**config.mk**
```make
export PLATFORM = sky130hd
export DESIGN_NAME = mp_add_seq
export DESIGN_NICKNAME = d
export VERILOG_FILES = /design/src/rtl/mp_add_pkg.sv /design/src/rtl/prefix_adder.sv /design/src/rtl/mp_add_seq.sv
export SDC_FILE = /design/constraint.sdc
export NUM_CORES = 1
export LEC_CHECK = 0
export CAP_MARGIN = 20
export CORE_ASPECT_RATIO = 1.2
export CORE_MARGIN = 2
export CORE_UTILIZATION = 38
export CTS_CLUSTER_SIZE = 24
export DETAILED_ROUTE_END_ITERATION = 8
export GPL_ROUTABILITY_DRIVEN = 0
export SLEW_MARGIN = 10
export SYNTH_ARGS = -nofsm -noshare
export SYNTH_HDL_FRONTEND = slang
export SYNTH_SLANG_ARGS = --single-unit
```
**constraint.sdc**
```tcl
create_clock -name clk -period 1.95 [get_ports clk]
set_input_delay 0.4875 -clock clk [delete_from_list [all_inputs] [get_ports clk]]
set_output_delay 0.4875 -clock clk [all_outputs]
set_load 0.1 [all_outputs]
```
**src/rtl/mp_add_pkg.sv**
```systemverilog
// Shared definitions for the multi-precision sequential adder: chunk width,
// sequencer states and the chunk-count helper.
package mp_add_pkg;

    localparam int CHUNK_W = 8;

    typedef enum logic [1:0] {
        IDLE = 2'd0,
        RUN  = 2'd1,
        DONE = 2'd2
    } mp_state_t;

    function automatic int nchunk(input int width);
        return width / CHUNK_W;
    endfunction

endpackage

```
**src/rtl/prefix_adder.sv**
```systemverilog
// 8-bit Kogge-Stone prefix adder with carry-in; the chunk datapath of mp_add_seq.
module prefix_adder (
    input  logic [7:0] a,
    input  logic [7:0] b,
    input  logic       cin,
    output logic [7:0] sum,
    output logic       cout
);

    logic [7:0] g [0:3];
    logic [7:0] p [0:3];
    logic [7:0] c;

    always_comb begin
        g[0] = a & b;
        p[0] = a ^ b;
        for (int l = 1; l < 4; l++) begin
            for (int i = 0; i < 8; i++) begin
                if (i >= (1 << (l - 1))) begin
                    g[l][i] = g[l-1][i] | (p[l-1][i] & g[l-1][i - (1 << (l - 1))]);
                    p[l][i] = p[l-1][i] & p[l-1][i - (1 << (l - 1))];
                end else begin
                    g[l][i] = g[l-1][i];
                    p[l][i] = p[l-1][i];
                end
            end
        end
    end

    // Carry into bit i is the group generate of bits [i-1:0] with cin folded in.
    assign c    = {g[3][6:0] | (p[3][6:0] & {7{cin}}), cin};
    assign sum  = p[0] ^ c;
    assign cout = g[3][7] | (p[3][7] & cin);

endmodule

```
**src/rtl/mp_add_seq.sv**
```systemverilog
// Sequential WIDTH-bit adder: one 8-bit prefix_adder chunk per cycle, LSB first,
// with valid/ready on both sides. Define MP_ADD_SEQ_OVF_EN to add the ovf output.
module mp_add_seq
    import mp_add_pkg::*;
#(
    parameter int WIDTH = 32
) (
    input  logic             clk,
    input  logic             rst_n,
    input  logic             in_valid,
    output logic             in_ready,
    input  logic [WIDTH-1:0] a,
    input  logic [WIDTH-1:0] b,
    input  logic             cin,
    output logic             out_valid,
    input  logic             out_ready,
    output logic [WIDTH-1:0] s,
    output logic             cout,
`ifdef MP_ADD_SEQ_OVF_EN
    output logic             ovf,
`endif
    output logic             busy
);

    localparam int NCHUNK = nchunk(WIDTH);
    localparam int IDX_W  = (NCHUNK > 1) ? $clog2(NCHUNK) : 1;
    localparam logic [IDX_W-1:0] LAST_IDX = IDX_W'(NCHUNK - 1);

    if (WIDTH < CHUNK_W || (WIDTH % CHUNK_W) != 0) begin : g_bad_width
        $error("mp_add_seq: WIDTH must be a multiple of 8 and at least 8");
    end

    // Handshake: a transfer happens on a rising edge where valid and ready are
    // both high; in_ready is high only in IDLE, out_valid only in DONE.
    mp_state_t        state, state_next;
    logic [WIDTH-1:0] a_r, b_r, s_r, s_shift;
    logic             carry_r;
    logic [IDX_W-1:0] idx;
    logic             accept, step;
    logic [CHUNK_W-1:0] sum8;
    logic             cout8;

    prefix_adder u_chunk (
        .a    (a_r[CHUNK_W-1:0]),
        .b    (b_r[CHUNK_W-1:0]),
        .cin  (carry_r),
        .sum  (sum8),
        .cout (cout8)
    );

    // Each new chunk enters at the top so the LSB chunk ends up at bit 0.
    always_comb begin
        s_shift = s_r >> CHUNK_W;
        s_shift[WIDTH-1 -: CHUNK_W] = sum8;
    end

    always_ff @(posedge clk or negedge rst_n) begin
        if (!rst_n) state <= IDLE;
        else        state <= state_next;
    end

    always_comb begin
        state_next = state;
        in_ready   = 1'b0;
        out_valid  = 1'b0;
        accept     = 1'b0;
        step       = 1'b0;
        case (state)
            IDLE: begin
                in_ready = 1'b1;
                if (in_valid) begin
                    accept     = 1'b1;
                    state_next = RUN;
                end
            end
            RUN: begin
                step = 1'b1;
                if (idx == LAST_IDX) state_next = DONE;
            end
            DONE: begin
                out_valid = 1'b1;
                if (out_ready) state_next = IDLE;
            end
            default: state_next = IDLE;
        endcase
    end

    always_ff @(posedge clk or negedge rst_n) begin
        if (!rst_n) begin
            a_r     <= '0;
            b_r     <= '0;
            s_r     <= '0;
            carry_r <= 1'b0;
            idx     <= '0;
        end else if (accept) begin
            a_r     <= a;
            b_r     <= b;
            s_r     <= '0;
            carry_r <= cin;
            idx     <= '0;
        end else if (step) begin
            a_r     <= a_r >> CHUNK_W;
            b_r     <= b_r >> CHUNK_W;
            s_r     <= s_shift;
            carry_r <= cout8;
            idx     <= idx + 1'b1;
        end
    end

    assign s    = s_r;
    assign cout = carry_r;
    assign busy = (state != IDLE);

`ifdef MP_ADD_SEQ_OVF_EN
    // Operand MSBs are gone from a_r/b_r after shifting, so keep them aside.
    logic a_msb_r, b_msb_r;

    always_ff @(posedge clk or negedge rst_n) begin
        if (!rst_n) begin
            a_msb_r <= 1'b0;
            b_msb_r <= 1'b0;
        end else if (accept) begin
            a_msb_r <= a[WIDTH-1];
            b_msb_r <= b[WIDTH-1];
        end
    end

    assign ovf = a_msb_r ^ b_msb_r ^ s_r[WIDTH-1] ^ carry_r;
`endif

endmodule
```
* Yosys cells after proc, flatten, opt, wreduce, memory -nomap -nowiden
Index checks and enable logic that the tools add are counted.
Word-level totals: input port bits 69, output and inout bits 36, bits in registers 101
Cells by class: $add $sub $neg 1, reduce and logical (&&, ||, !) cells 4, equal/unequal tests 6, multiplexer cells 19, bitwise operators 58
Operators with widths (number):
- $mux W32 | 6
- $and A1 B1 Y1 | 35
- $or A1 B1 Y1 | 18
- $xor A8 B8 Y8 | 2
- $mux W2 | 5
- $and A8 B8 Y8 | 1
- $and A7 B7 Y7 | 1
- $mux W1 | 7
- $or A7 B7 Y7 | 1
- $ne A2 B2 Y1 const B | 3
- $pmux W2 S3 | 1
- $eq A2 B2 Y1 const B | 2
- $reduce_bool A2 Y1 | 2
- $reduce_and A3 Y1 | 1
- $add A2 B1 Y2 const B | 1
- $eq A2 B1 Y1 const B | 1
- $logic_not A2 Y1 | 1

* Depth between registers and ports, before layout
word-level depth 10, gate-level depth with buffers 6, mapped depth without buffers 6

* Cells and area by module
From an unflattened synthesis, not the netlist that was laid out.
Second synthesis, totals: cells, all modules 435, area total of the unflattened synthesis 4917.2 um^2
By module, submodules not included:
- mp_add_seq | times used 1, cells an instance 401, area an instance 4616.9 um^2
- prefix_adder | times used 1, cells an instance 34, area an instance 300.3 um^2

* Worst setup path before layout
OpenSTA, ideal clock, no wires.
kind register to output, start register state[0], end output busy, slack -587 ps, data arrival time 2050 ps, buffers on the path 1, cell stages (with the launch flop) 4, data required time 1462 ps, path through dfrtp_1 -> buf_6 -> nor2_2 -> inv_1
Between the ends: cells in the longest elaborated chain, start to end 1
Ends and longest elaborated chain:
- from (decl) | RTL line mp_add_seq.sv:35 | mp_state_t state, state_next;
- from (signal assigned) | RTL line mp_add_seq.sv:59 | else state <= state_next;
- $reduce_bool A2 Y1 | RTL line mp_add_seq.sv:112 | assign busy = (state != IDLE);
- to (decl) | RTL line mp_add_seq.sv:22 | output logic busy
Every way passes these cells.

* Worst setup path in the final report
start register state[1], end output busy
The elaborated chain is that of the path after synthesis.

==> impl_metrics.xml <==
<?xml version="1.0" encoding="UTF-8"?>
<metrics>
  <group name="worst_setup_path">
    <metric name="setup.worst_path.start_class" unit="">register</metric>
    <metric name="timing.setup.critical_path_class" unit="">register to output pin</metric>
    <metric name="kind_of_end_point_of_the_critical_path" unit="">output pin</metric>
    <metric name="worst_ep_required_time" unit="ns">1.46</metric>
    <metric name="rr_startpoint" unit="">a_r[1]$_DFFE_PN0P_</metric>
    <metric name="path_depth_of_the_worst_reg2reg_path" unit="">6</metric>
    <metric name="crit_path_max_fanout" unit="">54</metric>
    <metric name="setup.reg_to_reg.worst_slack" unit="ns">0.11</metric>
    <metric name="regToRegEndpoint" unit="">s[30]$_DFFE_PN0P_</metric>
    <metric name="critPathArrivalTime" unit="ns">1.40</metric>
  </group>
  <group name="timing">
    <metric name="fin_max_slew_vios" unit="">0</metric>
    <metric name="final.min_clock_period" unit="ns">1.89</metric>
    <metric name="fmax" unit="MHz">529</metric>
    <metric name="max-slew-margin-rel" unit="%">49.8</metric>
    <metric name="worst-slew-pin-transition" unit="ns">0.749</metric>
    <metric name="skew" unit="ns">0.00691</metric>
    <metric name="final.period_utilization" unit="%">97.0</metric>
    <metric name="timing_hold_violations_final" unit="">0</metric>
    <metric name="timing.final.setup_violations" unit="">0</metric>
  </group>
  <group name="logic_synthesis">
    <metric name="yosys-top-cells-area" unit="">sky130_fd_sc_hd__dfrtp_1, sky130_fd_sc_hd__a22o_1, sky130_fd_sc_hd__a22oi_1</metric>
    <metric name="synthesis.nets" unit="">498</metric>
    <metric name="synth_seq_area_share" unit="%">56.0</metric>
    <metric name="synth_top_area_cell" unit="">sky130_fd_sc_hd__dfrtp_1</metric>
    <metric name="synth_cell_types" unit="">33</metric>
    <metric name="synthesis.instances" unit="">418</metric>
    <metric name="avgSynthCellArea" unit="um^2">10.8</metric>
    <metric name="syn_std_cell_area" unit="um^2">4510</metric>
    <metric name="ys_ff_latch" unit="">101</metric>
    <metric name="yosysWarningCount" unit="">0</metric>
    <metric name="yosys.area.top_type_share" unit="%">56.0</metric>
  </group>
  <group name="cts">
    <metric name="total_clock_buffers_created_by_cts" unit="">9</metric>
    <metric name="cts_root_buf" unit="">sky130_fd_sc_hd__clkbuf_16</metric>
    <metric name="ctsLongestPathBuffers" unit="">2</metric>
    <metric name="tritoncts" unit="">yes</metric>
    <metric name="cts.sink_count" unit="">101</metric>
    <metric name="clkSlewWorstSetupHoldPaths" unit="ns">0.06</metric>
    <metric name="clock_tree.htree_level_count" unit="">3</metric>
    <metric name="worstSkewPairLatency" unit="ns">0.34</metric>
  </group>
  <group name="drt">
    <metric name="drt_iter0_drc" unit="">246</metric>
    <metric name="post_drt_wl_per_cell" unit="um">15.9</metric>
    <metric name="detail-route-antenna-nets" unit="">0</metric>
    <metric name="vias" unit="">3576</metric>
    <metric name="detail_route.first_pass.iterations" unit="">4</metric>
    <metric name="viasPerCell" unit="">5.29</metric>
    <metric name="route.final.wire_length" unit="mm">10.8</metric>
    <metric name="post-route-drc-count" unit="">0</metric>
  </group>
  <group name="cells_and_area">
    <metric name="flow.area_growth_from_synthesis" unit="%">43.8</metric>
    <metric name="drive_above_1_share" unit="%">15.0</metric>
    <metric name="regArea" unit="um^2">2530</metric>
    <metric name="stdcell_area" unit="um^2">6490</metric>
    <metric name="mostFrequentLayoutCells" unit="">sky130_fd_sc_hd__dfrtp_1, sky130_fd_sc_hd__clkdlybuf4s50_1, sky130_fd_sc_hd__o21ai_0</metric>
    <metric name="fill_cell_instance_count_of_the_final_layout" unit="">1012</metric>
    <metric name="antenna_cells" unit="">0</metric>
    <metric name="design.final.nets" unit="">594</metric>
    <metric name="multi_input_area" unit="um^2">1830</metric>
    <metric name="mostFrequentLayoutCell" unit="">sky130_fd_sc_hd__dfrtp_1</metric>
  </group>
  <group name="grt">
    <metric name="vias_in_the_first_global_route" unit="">3533</metric>
    <metric name="largest_net_degree_at_the_start_of_global_routing" unit="">102</metric>
    <metric name="grt_first_pass_wirelength" unit="mm">17.4</metric>
    <metric name="grt_use_total" unit="%">17.6</metric>
    <metric name="antenna_violations_before_repair" unit="">0</metric>
    <metric name="global_route.overflow_total" unit="">0</metric>
  </group>
  <group name="floorplan">
    <metric name="die_area" unit="um^2">12800</metric>
    <metric name="placementRows" unit="">43</metric>
    <metric name="initial_core_util" unit="%">39.0</metric>
    <metric name="dieHeight" unit="um">123</metric>
    <metric name="top_level_ports" unit="">105</metric>
    <metric name="core_area" unit="um^2">11600</metric>
    <metric name="floorplan_die_width" unit="um">103</metric>
  </group>
  <group name="place">
    <metric name="number_of_port_buffers" unit="">104</metric>
    <metric name="place.detailed.hpwl" unit="mm">7.50</metric>
    <metric name="placement.cell_area" unit="um^2">6150</metric>
  </group>
  <group name="power_and_ir_drop">
    <metric name="fin_total_pwr" unit="mW">12.7</metric>
    <metric name="power_density" unit="nW/um^2">1950</metric>
    <metric name="max-vdd-ir-drop" unit="mV">0.877</metric>
    <metric name="power.leakage" unit="nW">2.78</metric>
  </group>
  <group name="run">
    <metric name="drv_cap" unit="">0</metric>
  </group>
  <group name="outcome">
    <metric name="status" unit="">finished, final reports clean</metric>
  </group>
  <group name="hold_path">
    <metric name="min-delay-path-class" unit="">input port to asynchronous set/reset pin</metric>
  </group>
</metrics>
[worst max-delay path by stage]
stage | from | cells past startpoint | to | slack [ns]
floorplan | state[0]$_DFFE_PN0P_ | 3 | busy | -0.12
global placement | in_valid | 4 | b_r[5]$_DFFE_PN0P_ | 0.04
detailed placement | in_valid | 4 | a_r[3]$_DFFE_PN0P_ | -0.05
CTS | state[1]$_DFFE_PN0P_ | 3 | out_valid | 0.01
global route | a_r[1]$_DFFE_PN0P_ | 6 | s[28]$_DFFE_PN0P_ | -0.003
finish | state[1]$_DFFE_PN0P_ | 4 | busy | 0.06
[registers in the layout, indices dropped and copies added (netlist names)]
name	cells
state	2
idx	2
s	32
b_r	32
a_r	32
cout	1
[cell type report]
cell class	count	area share, %
clock buffers	13	4.17
clock inverters	3	0.656
inverters	5	0.289
multi-input cells	278	28.2
flip-flops and latches	101	39.0
well taps	157	3.03
repair buffers	119	24.6
[stage by stage]
step / instances / setup slack [ns] / hold WS, ns / util, % / setup TNS [ns]
2_1_floorplan: 418 / -0.121 / 0.192 / - / -0.121
3_3_place_gp: 659 / 0.0427 / 0.461 / 53.2 / 0
3_5_place_dp: 659 / -0.0546 / 0.470 / 53.2 / -0.307
4_1_cts: 675 / 0.0138 / 0.231 / 55.9 / 0
5_1_grt: 676 / -0.00318 / 0.226 / 56.1 / -0.00318
6_report: 676 / 0.0580 / 0.201 / 56.1 / 0
[kinds of logic (layout without fill, tap and decap cells)]
group	count (synthesis)	after routing	share of synthesized area [%]
AND/OR/NAND/NOR	77	77	7.79
adder cells (fa/ha/maj)	11	11	3.22
AO/OA/AOI/OAI	184	184	27.6
buffers and inverters	39	140	4.24
flip-flops	101	101	56.0
XOR/XNOR	6	6	1.16
[Yosys cell counts]
| library cell | count |
|---|---|
| sky130_fd_sc_hd__o21bai_1 | 4 |
| sky130_fd_sc_hd__o21ai_0 | 56 |
| sky130_fd_sc_hd__or3_1 | 1 |
| sky130_fd_sc_hd__a22oi_1 | 48 |
| sky130_fd_sc_hd__o21ai_1 | 3 |
| sky130_fd_sc_hd__a21o_1 | 1 |
| sky130_fd_sc_hd__dfrtp_1 | 101 |
| sky130_fd_sc_hd__inv_1 | 5 |
| sky130_fd_sc_hd__nand2_1 | 48 |
| sky130_fd_sc_hd__clkbuf_1 | 11 |
| sky130_fd_sc_hd__nand2b_1 | 1 |
| sky130_fd_sc_hd__o22ai_1 | 3 |
| sky130_fd_sc_hd__xnor2_1 | 1 |
| sky130_fd_sc_hd__buf_2 | 18 |
| sky130_fd_sc_hd__buf_4 | 4 |
| sky130_fd_sc_hd__and2b_1 | 1 |
| sky130_fd_sc_hd__a31oi_1 | 1 |
| sky130_fd_sc_hd__fa_1 | 1 |
| sky130_fd_sc_hd__nor3_1 | 1 |
| sky130_fd_sc_hd__and2_4 | 1 |
| sky130_fd_sc_hd__a22o_1 | 43 |
| sky130_fd_sc_hd__o211ai_1 | 1 |
| sky130_fd_sc_hd__xor2_1 | 5 |
| sky130_fd_sc_hd__nor2_2 | 1 |
| sky130_fd_sc_hd__buf_6 | 1 |
| sky130_fd_sc_hd__ha_1 | 10 |
| sky130_fd_sc_hd__a2111oi_2 | 1 |
| sky130_fd_sc_hd__nor2b_1 | 17 |
| sky130_fd_sc_hd__a21oi_1 | 19 |
| sky130_fd_sc_hd__nor2_1 | 5 |
| sky130_fd_sc_hd__a211oi_1 | 3 |
| sky130_fd_sc_hd__o32ai_1 | 1 |
| sky130_fd_sc_hd__and3_1 | 1 |
[critical path, cell delays in order, from the launching register on]
cell,delay [ns]
sky130_fd_sc_hd__dfrtp_2,0.43
sky130_fd_sc_hd__buf_12,0.18
sky130_fd_sc_hd__nor2_4,0.17
sky130_fd_sc_hd__inv_1,0.09
sky130_fd_sc_hd__buf_12,0.17
[power by group]
| group | internal [mW] | switching, mW | leakage (nW) | total [mW] |
|---|---|---|---|---|
| registers | 2.95 | 0.733 | 1.32 | 3.68 |
| logic | 2.75 | 4.40 | 1.31 | 7.15 |
| clock network | 1.10 | 0.738 | 0.152 | 1.84 |
[layer usage]
metal	vias to the layer above	part of all wire [%]	GRT usage [%]
met3	7	5.6	4.69
met5	-	0	0
met1	1724	43	23.4
met2	110	50	28.5
li1	1735	-	-
met4	0	1.0	4.69
[repair_timing]
action	in CTS	in global routing
hold buffers	0	0
buffers inserted	0	1
gates resized for setup	0	3
setup endpoints to repair	0	4
No activity file was read; power rests on OpenSTA's default activity.
